==> config.mk <==
export PLATFORM = sky130hd
export DESIGN_NAME = muldiv_sequencer
export DESIGN_NICKNAME = d
export VERILOG_FILES = /design/src/rtl/muldiv_sequencer.sv
export SDC_FILE = /design/constraint.sdc
export NUM_CORES = 1
export LEC_CHECK = 0
export CAP_MARGIN = 30
export CORE_MARGIN = 5
export CORE_UTILIZATION = 30
export DETAILED_ROUTE_END_ITERATION = 12
export GPL_TIMING_DRIVEN = 1
export PLACE_DENSITY_LB_ADDON = 0.2
export SYNTH_ARGS = -nofsm -noshare
export SYNTH_HDL_FRONTEND = slang
export SYNTH_SLANG_ARGS = --single-unit
==> constraint.sdc <==
create_clock -name clk -period 6.2 [get_ports clk]
set_input_delay 0.62 -clock clk [delete_from_list [all_inputs] [get_ports clk]]
set_output_delay 0.62 -clock clk [all_outputs]
set_load 0.01 [all_outputs]
==> src/rtl/muldiv_sequencer.sv <==
// Iterative multiply/divide unit with HI/LO registers, decoding its own funct group.
// MULT/MULTU/DIV/DIVU take WIDTH+1 cycles; MTHI/MTLO/MFHI/MFLO are single cycle.
module muldiv_sequencer #(
    parameter int WIDTH = 32
) (
    input  logic             clk,
    input  logic             rst,
    input  logic             start,
    input  logic [5:0]       function_field,
    input  logic [WIDTH-1:0] operand_a,
    input  logic [WIDTH-1:0] operand_b,
    output logic [WIDTH-1:0] result,
    output logic [WIDTH-1:0] hi,
    output logic [WIDTH-1:0] lo,
    output logic             busy,
    output logic             done,
    output logic             stall
);

    localparam int CW = $clog2(WIDTH + 1);

    localparam logic [1:0] S_IDLE = 2'd0;
    localparam logic [1:0] S_RUN  = 2'd1;
    localparam logic [1:0] S_FIX  = 2'd2;

    localparam logic [5:0] F_MULT  = 6'b011000;
    localparam logic [5:0] F_MULTU = 6'b011001;
    localparam logic [5:0] F_DIV   = 6'b011010;
    localparam logic [5:0] F_DIVU  = 6'b011011;
    localparam logic [5:0] F_MFHI  = 6'b010000;
    localparam logic [5:0] F_MTHI  = 6'b010001;
    localparam logic [5:0] F_MFLO  = 6'b010010;
    localparam logic [5:0] F_MTLO  = 6'b010011;

    logic [1:0]       state_q, state_d;
    logic [CW-1:0]    cnt_q, cnt_d;
    logic             is_div_q, is_div_d;
    logic             neg_q, neg_d;
    logic             rneg_q, rneg_d;
    logic             div0_q, div0_d;
    logic [WIDTH-1:0] opa_q, opa_d;
    logic [WIDTH-1:0] b_q, b_d;
    logic [WIDTH-1:0] acc_q, acc_d;
    logic [WIDTH-1:0] low_q, low_d;
    logic [WIDTH-1:0] hi_q, hi_d;
    logic [WIDTH-1:0] lo_q, lo_d;
    logic             done_q, done_d;

    logic             f_arith, f_mfhi, f_mflo, f_mthi, f_mtlo, f_unit;
    logic             op_signed;
    logic [WIDTH-1:0] a_abs, b_abs;
    logic [WIDTH:0]   mul_sum;
    logic [WIDTH:0]   rem_sh;
    logic [2*WIDTH-1:0] prod, prod_fix;
    logic [WIDTH-1:0] quot_fix, rem_fix;

    assign f_arith = (function_field == F_MULT) || (function_field == F_MULTU) ||
                     (function_field == F_DIV)  || (function_field == F_DIVU);
    assign f_mfhi  = (function_field == F_MFHI);
    assign f_mflo  = (function_field == F_MFLO);
    assign f_mthi  = (function_field == F_MTHI);
    assign f_mtlo  = (function_field == F_MTLO);
    assign f_unit  = f_arith || f_mfhi || f_mflo || f_mthi || f_mtlo;

    // Even funct codes in the arithmetic group are the signed variants.
    assign op_signed = ~function_field[0];
    assign a_abs = (op_signed && operand_a[WIDTH-1]) ? -operand_a : operand_a;
    assign b_abs = (op_signed && operand_b[WIDTH-1]) ? -operand_b : operand_b;

    assign mul_sum = {1'b0, acc_q} + (low_q[0] ? {1'b0, b_q} : {(WIDTH+1){1'b0}});
    assign rem_sh  = {acc_q, low_q[WIDTH-1]};

    assign prod     = {acc_q, low_q};
    assign prod_fix = neg_q ? -prod : prod;
    assign quot_fix = neg_q ? -low_q : low_q;
    assign rem_fix  = rneg_q ? -acc_q : acc_q;

    assign busy  = (state_q != S_IDLE);
    assign stall = start && f_unit && busy;
    assign hi    = hi_q;
    assign lo    = lo_q;
    assign done  = done_q;

    always_comb begin
        result = '0;
        if (start && f_mfhi) begin
            result = hi_q;
        end else if (start && f_mflo) begin
            result = lo_q;
        end
    end

    always_comb begin
        state_d  = state_q;
        cnt_d    = cnt_q;
        is_div_d = is_div_q;
        neg_d    = neg_q;
        rneg_d   = rneg_q;
        div0_d   = div0_q;
        opa_d    = opa_q;
        b_d      = b_q;
        acc_d    = acc_q;
        low_d    = low_q;
        hi_d     = hi_q;
        lo_d     = lo_q;
        done_d   = 1'b0;
        case (state_q)
            S_IDLE: begin
                if (start && f_arith) begin
                    state_d  = S_RUN;
                    cnt_d    = CW'(WIDTH);
                    is_div_d = function_field[1];
                    neg_d    = op_signed && (operand_a[WIDTH-1] ^ operand_b[WIDTH-1]);
                    rneg_d   = op_signed && operand_a[WIDTH-1];
                    div0_d   = (operand_b == '0);
                    opa_d    = operand_a;
                    b_d      = b_abs;
                    acc_d    = '0;
                    low_d    = a_abs;
                end else if (start && f_mthi) begin
                    hi_d = operand_a;
                end else if (start && f_mtlo) begin
                    lo_d = operand_a;
                end
            end
            S_RUN: begin
                if (is_div_q) begin
                    // Restoring step: the remainder fits WIDTH bits whenever the subtract is taken.
                    if (rem_sh >= {1'b0, b_q}) begin
                        acc_d = rem_sh[WIDTH-1:0] - b_q;
                        low_d = {low_q[WIDTH-2:0], 1'b1};
                    end else begin
                        acc_d = rem_sh[WIDTH-1:0];
                        low_d = {low_q[WIDTH-2:0], 1'b0};
                    end
                end else begin
                    acc_d = mul_sum[WIDTH:1];
                    low_d = {mul_sum[0], low_q[WIDTH-1:1]};
                end
                cnt_d = cnt_q - CW'(1);
                if (cnt_q == CW'(1)) begin
                    state_d = S_FIX;
                end
            end
            S_FIX: begin
                if (!is_div_q) begin
                    hi_d = prod_fix[2*WIDTH-1:WIDTH];
                    lo_d = prod_fix[WIDTH-1:0];
                end else if (div0_q) begin
                    hi_d = opa_q;
                    lo_d = '1;
                end else begin
                    hi_d = rem_fix;
                    lo_d = quot_fix;
                end
                done_d  = 1'b1;
                state_d = S_IDLE;
            end
            default: begin
                state_d = S_IDLE;
            end
        endcase
    end

    always_ff @(posedge clk) begin
        if (rst) begin
            state_q  <= S_IDLE;
            cnt_q    <= '0;
            is_div_q <= 1'b0;
            neg_q    <= 1'b0;
            rneg_q   <= 1'b0;
            div0_q   <= 1'b0;
            opa_q    <= '0;
            b_q      <= '0;
            acc_q    <= '0;
            low_q    <= '0;
            hi_q     <= '0;
            lo_q     <= '0;
            done_q   <= 1'b0;
        end else begin
            state_q  <= state_d;
            cnt_q    <= cnt_d;
            is_div_q <= is_div_d;
            neg_q    <= neg_d;
            rneg_q   <= rneg_d;
            div0_q   <= div0_d;
            opa_q    <= opa_d;
            b_q      <= b_d;
            acc_q    <= acc_d;
            low_q    <= low_d;
            hi_q     <= hi_d;
            lo_q     <= lo_d;
            done_q   <= done_d;
        end
    end

endmodule

# ---- Word-level counts from Yosys, hierarchy flattened
# Index checks and enable logic that the tools add are counted.
dict set report op_classes {
  add_sub_neg 8
  order_cmp 1
  n_eq_ne 17
  muxes 33
  bitwise_logic 2
  reduce_logical 27
}
# op count
set ops {}
lappend ops {{2-to-1 mux 32 bit} 21}
lappend ops {{one-hot mux 32 bit (2 select lines)} 4}
lappend ops {{negation 32 bit} 4}
lappend ops {{2-to-1 mux 64 bit} 1}
lappend ops {{negation 64 bit} 1}
lappend ops {{equality test 6 x 5 -> 1 bit, second input constant} 8}
lappend ops {{adder 32 x 32 -> 33 bit} 1}
lappend ops {{>= comparator 33 x 32 -> 1 bit} 1}
lappend ops {{zero test 32 bit} 1}
lappend ops {{subtractor 32 bit} 1}
lappend ops {{inequality test 2 bit, second input constant} 6}
lappend ops {{one-hot mux 6 bit (2 select lines)} 1}
lappend ops {{logical AND 1 bit} 10}
lappend ops {{logical OR 1 bit} 7}
lappend ops {{equality test 6 x 1 -> 1 bit, second input constant} 1}
lappend ops {{2-to-1 mux 6 bit} 1}
lappend ops {{AND reduction 2 bit} 3}
lappend ops {{nonzero test 2 bit} 3}
lappend ops {{subtractor 6 x 1 -> 6 bit, second input constant} 1}
lappend ops {{2-to-1 mux 2 bit} 2}
lappend ops {{one-hot mux 2 bit (2 select lines)} 1}
lappend ops {{AND reduction 4 bit} 1}
lappend ops {{AND reduction 3 bit} 1}
lappend ops {{equality test 2 x 1 -> 1 bit, second input constant} 1}
lappend ops {{5 further kinds} 6}
dict set report totals {
  reg_bits 205
  word_cells 101
}

# ---- Longest topological paths before layout
dict set report depth {
  word_depth 10
  depth_mapped 14
}

# ---- Worst setup path before layout
# OpenSTA, ideal clock, no wires.
dict set report synth_timing {
  kind {reg-to-reg}
  start {reg low_q[0]}
  end {reg hi_q[22] (netlist: hi[22])}
  setup_ps 114
  t_arrival_ps 3092
  setup_slack_ps 2993
  path_stages_with_launch 13
  synth_period_minus_slack_ps 3207
  cell_sequence {dfxtp_1 -> clkbuf_1 -> inv_1 -> clkbuf_1 -> ha_1 -> or4b_2 -> nor4_1 -> nand4_1 -> clkbuf_1 -> o41ai_1 -> xnor2_1 -> o21ai_0 -> a2111oi_0}
}
dict set report synth_via {
  elab_chain_cells 4
}
# element line
set synth_rtl {}
lappend synth_rtl {{start, declared} 44} ;# logic [WIDTH-1:0] low_q, low_d;
lappend synth_rtl {{start signal, assigned} 190} ;# low_q <= low_d;
lappend synth_rtl {{negation 64 bit} 74} ;# assign prod_fix = neg_q ? -prod : prod;
lappend synth_rtl {{2-to-1 mux 64 bit} 74}
lappend synth_rtl {{2-to-1 mux 32 bit} 146} ;# if (!is_div_q) begin
lappend synth_rtl {{one-hot mux 32 bit (2 select lines)} 107} ;# case (state_q)
lappend synth_rtl {{end signal, assigned} 191} ;# hi_q <= hi_d;
lappend synth_rtl {{end, declared} 45} ;# logic [WIDTH-1:0] hi_q, hi_d;
# Every way passes these cells.
# A chain may end at the register's enable or synchronous reset.

# ---- Final worst setup path
# Ends and elaborated chain as after synthesis.

==> flow_summary.json <==
{
  "critPathLaunch": "low_q[0]",
  "cts_hold_buf": 0,
  "drtIter0Drc": 1303,
  "relSlewSlack_pct": 39.6,
  "synthesis.nets": 2410,
  "finalHoldViolations": 0,
  "rsz0062_at_grt": "no",
  "cap_violations": 0,
  "fillers": 5875,
  "drive_gt1_share_pct": 5.09,
  "start_util_pct": 30.3,
  "postRouteAntennaNets": 0,
  "wl_per_cell_um": 21.6,
  "path_class": "reg2reg",
  "yosysTopAreaCellShare_pct": 24.6,
  "viasPerCell": 5.60,
  "p_leak_uw": 0.00688,
  "synth_edf_count": 0,
  "yosysWarnings": 0,
  "fmax_mhz": 249,
  "grt_max_degree": 96,
  "fin_crit_ns": 4.01,
  "final_util_pct": 36.0,
  "cp.buffers_inverters": 2,
  "critPathMaxFanout": 31,
  "rows": 86,
  "end_kind": "flip-flop",
  "cts_buffer_depth": 3,
  "reg2reg_slack_ns": 2.19,
  "grtUsageTotal_pct": 20.9,
  "fin_skew_ns": 0.0292,
  "slowest_delay_ns": 0.72,
  "synthCells": 2265,
  "worstMarginPinSlew_ns": 0.905,
  "grt_overflow_total": 0,
  "die_area_um2": 60400,
  "boundaryPins": 172,
  "diodes": 0,
  "cts.sinks": 205,
  "crit_family": "simple AND/OR/NAND/NOR gates",
  "cts_resized": 0,
  "multi_input_area_um2": 11600,
  "ys.flop_type": "dfxtp_1",
  "finalSetupViolations": 0,
  "port_buffers": 171,
  "p_per_area_nw_per_um2": 184,
  "start_kind": "flip-flop",
  "clk_pin_slew_ns": 0.06,
  "tns_ns": 0,
  "grt_pass1_wl_um": 101000,
  "area_delta_synth_final_pct": 18.8,
  "min_from": "opa_q[21]",
  "post-place-cells": 3020,
  "dr.pass1.iters": 6,
  "grt_pass1_vias": 16700,
  "die_x_um": 246,
  "core_um2": 55100,
  "grt_antenna_before_repair": 0,
  "irDropWorstVdd_v": 0.000187,
  "ys_seq_area_share_pct": 24.6,
  "gp_congestion": 0.923,
  "min_path_type": "reg2reg",
  "tritoncts": "done",
  "fin_nets": 2447,
  "syn_area_per_cell_um2": 7.36,
  "die_y_um": 246,
  "synth.distinct_cells": 80,
  "cp_cell_sequence": "inv_1, buf_4, ha_1, or4b_2, nor4_1, nand4_1, o41ai_1, xnor2_1, o21ai_0, a2111oi_0",
  "drv_slew": 0,
  "worst_ep_required_time_ns": 6.62,
  "wl_um": 66300,
  "drc": 0,
  "status": "finished, final reports clean",
  "post_cts_buffers": 0,
  "clkLatencyLatePin_ns": 0.57,
  "vias": 17200,
  "cts-buffers-inserted": 26,
  "synth_area_um2": 16700,
  "critPathArrivalTime_ns": 4.43,
  "post-route-period-util_pct": 64.7,
  "cts-root-buf": "clkbuf_16",
  "synth_area_leader_cell": "dfxtp_1",
  "cts_max_level": 1,
  "ys_async_sr_fraction_pct": 0,
  "slowest_stage": "or4b_2",
  "ys_ff_latch": 205,
  "r2r_start": "low_q[0]",
  "finalNonFillerCells": 3067,
  "place_hpwl_um": 49300,
  "synthTopCellsByArea": "dfxtp_1 25%, xnor2_1 7.2%, mux2i_1 6.0%",
  "regArea_um2": 4110
}
==> layout by cell type, fill, tap and decap left out, drive strengths merged, types with 9 or more instances in the layout <==
cell type      netlist  routed
nor2               250     250
nand2              246     246
dfxtp              205     205
a21oi              169     169
clkdlybuf4s50        0     169
o21ai              150     150
xnor2              137     137
a211oi             121     121
mux2i              100     100
inv                 72      72
ha                  70      70
xor2                54      54
nor3                52      52
o221ai              36      36
clkbuf             169      36
or3                 32      32
buf                 23      32
o31ai               31      31
o211ai              30      30
nand3               30      30
nand4               21      21
nor4                21      21
or4                 21      21
nand2b              20      20
a31oi               18      18
a311oi              18      18
o41ai               16      16
a21o                16      16
o21a                15      15
or2                 12      12
nor2b               10      10
a22oi                9       9
==> metal layers <==
metal	part of all wire (%)	track usage, %	up-vias
met5	0	0	-
met4	2.8	5.56	0
met3	5.8	2.86	103
met2	46	35.6	594
met1	45	27.9	8207
li1	-	-	8273
==> state kept, by name, indices dropped and copies added, names as in the netlist <==
register / flops
b_q: 32
acc_q: 32
done: 1
cnt_q: 6
state_q: 2
is_div_q: 1
lo: 32
low_q: 32
neg_q: 1
div0_q: 1
hi: 32
opa_q: 32
rneg_q: 1
==> final cells by class <==
| type | instances | share of cell area [%] |
|---|---|---|
| inverters | 73 | 1.38 |
| well taps | 748 | 4.72 |
| clock inverters | 9 | 0.707 |
| multi-input cells | 1795 | 58.5 |
| repair buffers | 201 | 10.0 |
| flip-flops and latches | 205 | 20.7 |
| clock buffers | 36 | 3.88 |
==> worst min-delay path: stages, from the launching register on <==
cell     delay [ns]
dfxtp_1        0.31
nand2_1        0.05
a21oi_1        0.05
==> per-stage QoR <==
step	area [µm²]	setup slack (ns)	total power, µW	hold WS, ns
final	19800	2.19	3640	0.460
after global routing	19800	1.80	3780	0.477
after CTS	19800	2.22	3660	0.463
after detailed placement	18800	2.14	2040	0.453
after global placement	18800	2.26	2040	0.442
after floorplan	16700	2.99	1790	0.432
==> Yosys cell counts, types with 10 or more instances <==
cell	count
xnor2_1	137
nand4_1	21
buf_1	11
inv_1	72
nand2_1	246
a211oi_1	120
o211ai_1	30
o221ai_1	36
o41ai_1	16
nor3_1	51
or3_1	32
dfxtp_1	205
nand2b_1	20
nor4_1	19
nor2_1	250
nand3_1	30
clkbuf_1	169
nor2b_1	10
o31ai_1	30
o21a_1	15
mux2i_1	100
a21oi_1	169
or4_1	17
xor2_1	54
ha_1	70
a31oi_1	18
a311oi_1	18
a21o_1	16
o21ai_0	140
==> power breakdown <==
group / internal [µW] / switching, µW
clock: 985 / 634
combinational: 243 / 414
sequential: 1340 / 27.6
total: 2560 / 1080
==> logic make-up (layout without fill, tap and decap cells) <==
kind of cell | Yosys count | in the layout | share of synthesized area (%)
multiplexers | 102 | 102 | 6.14
adder cells (fa/ha/maj) | 72 | 72 | 5.49
AO/OA/AOI/OAI | 679 | 679 | 26.7
XOR/XNOR | 191 | 191 | 10.0
flip-flops | 205 | 205 | 24.6
AND/OR/NAND/NOR | 751 | 751 | 20.8
buffers and inverters | 265 | 319 | 6.18
==> final timing paths <==
kind / to / depth (start not counted)
setup reg to reg: hi[22] / 10
setup / recovery: hi[22] / 10
hold reg to reg: opa_q[21] / 2
hold / removal: opa_q[21] / 2
(Power assumes the default switching activity.)
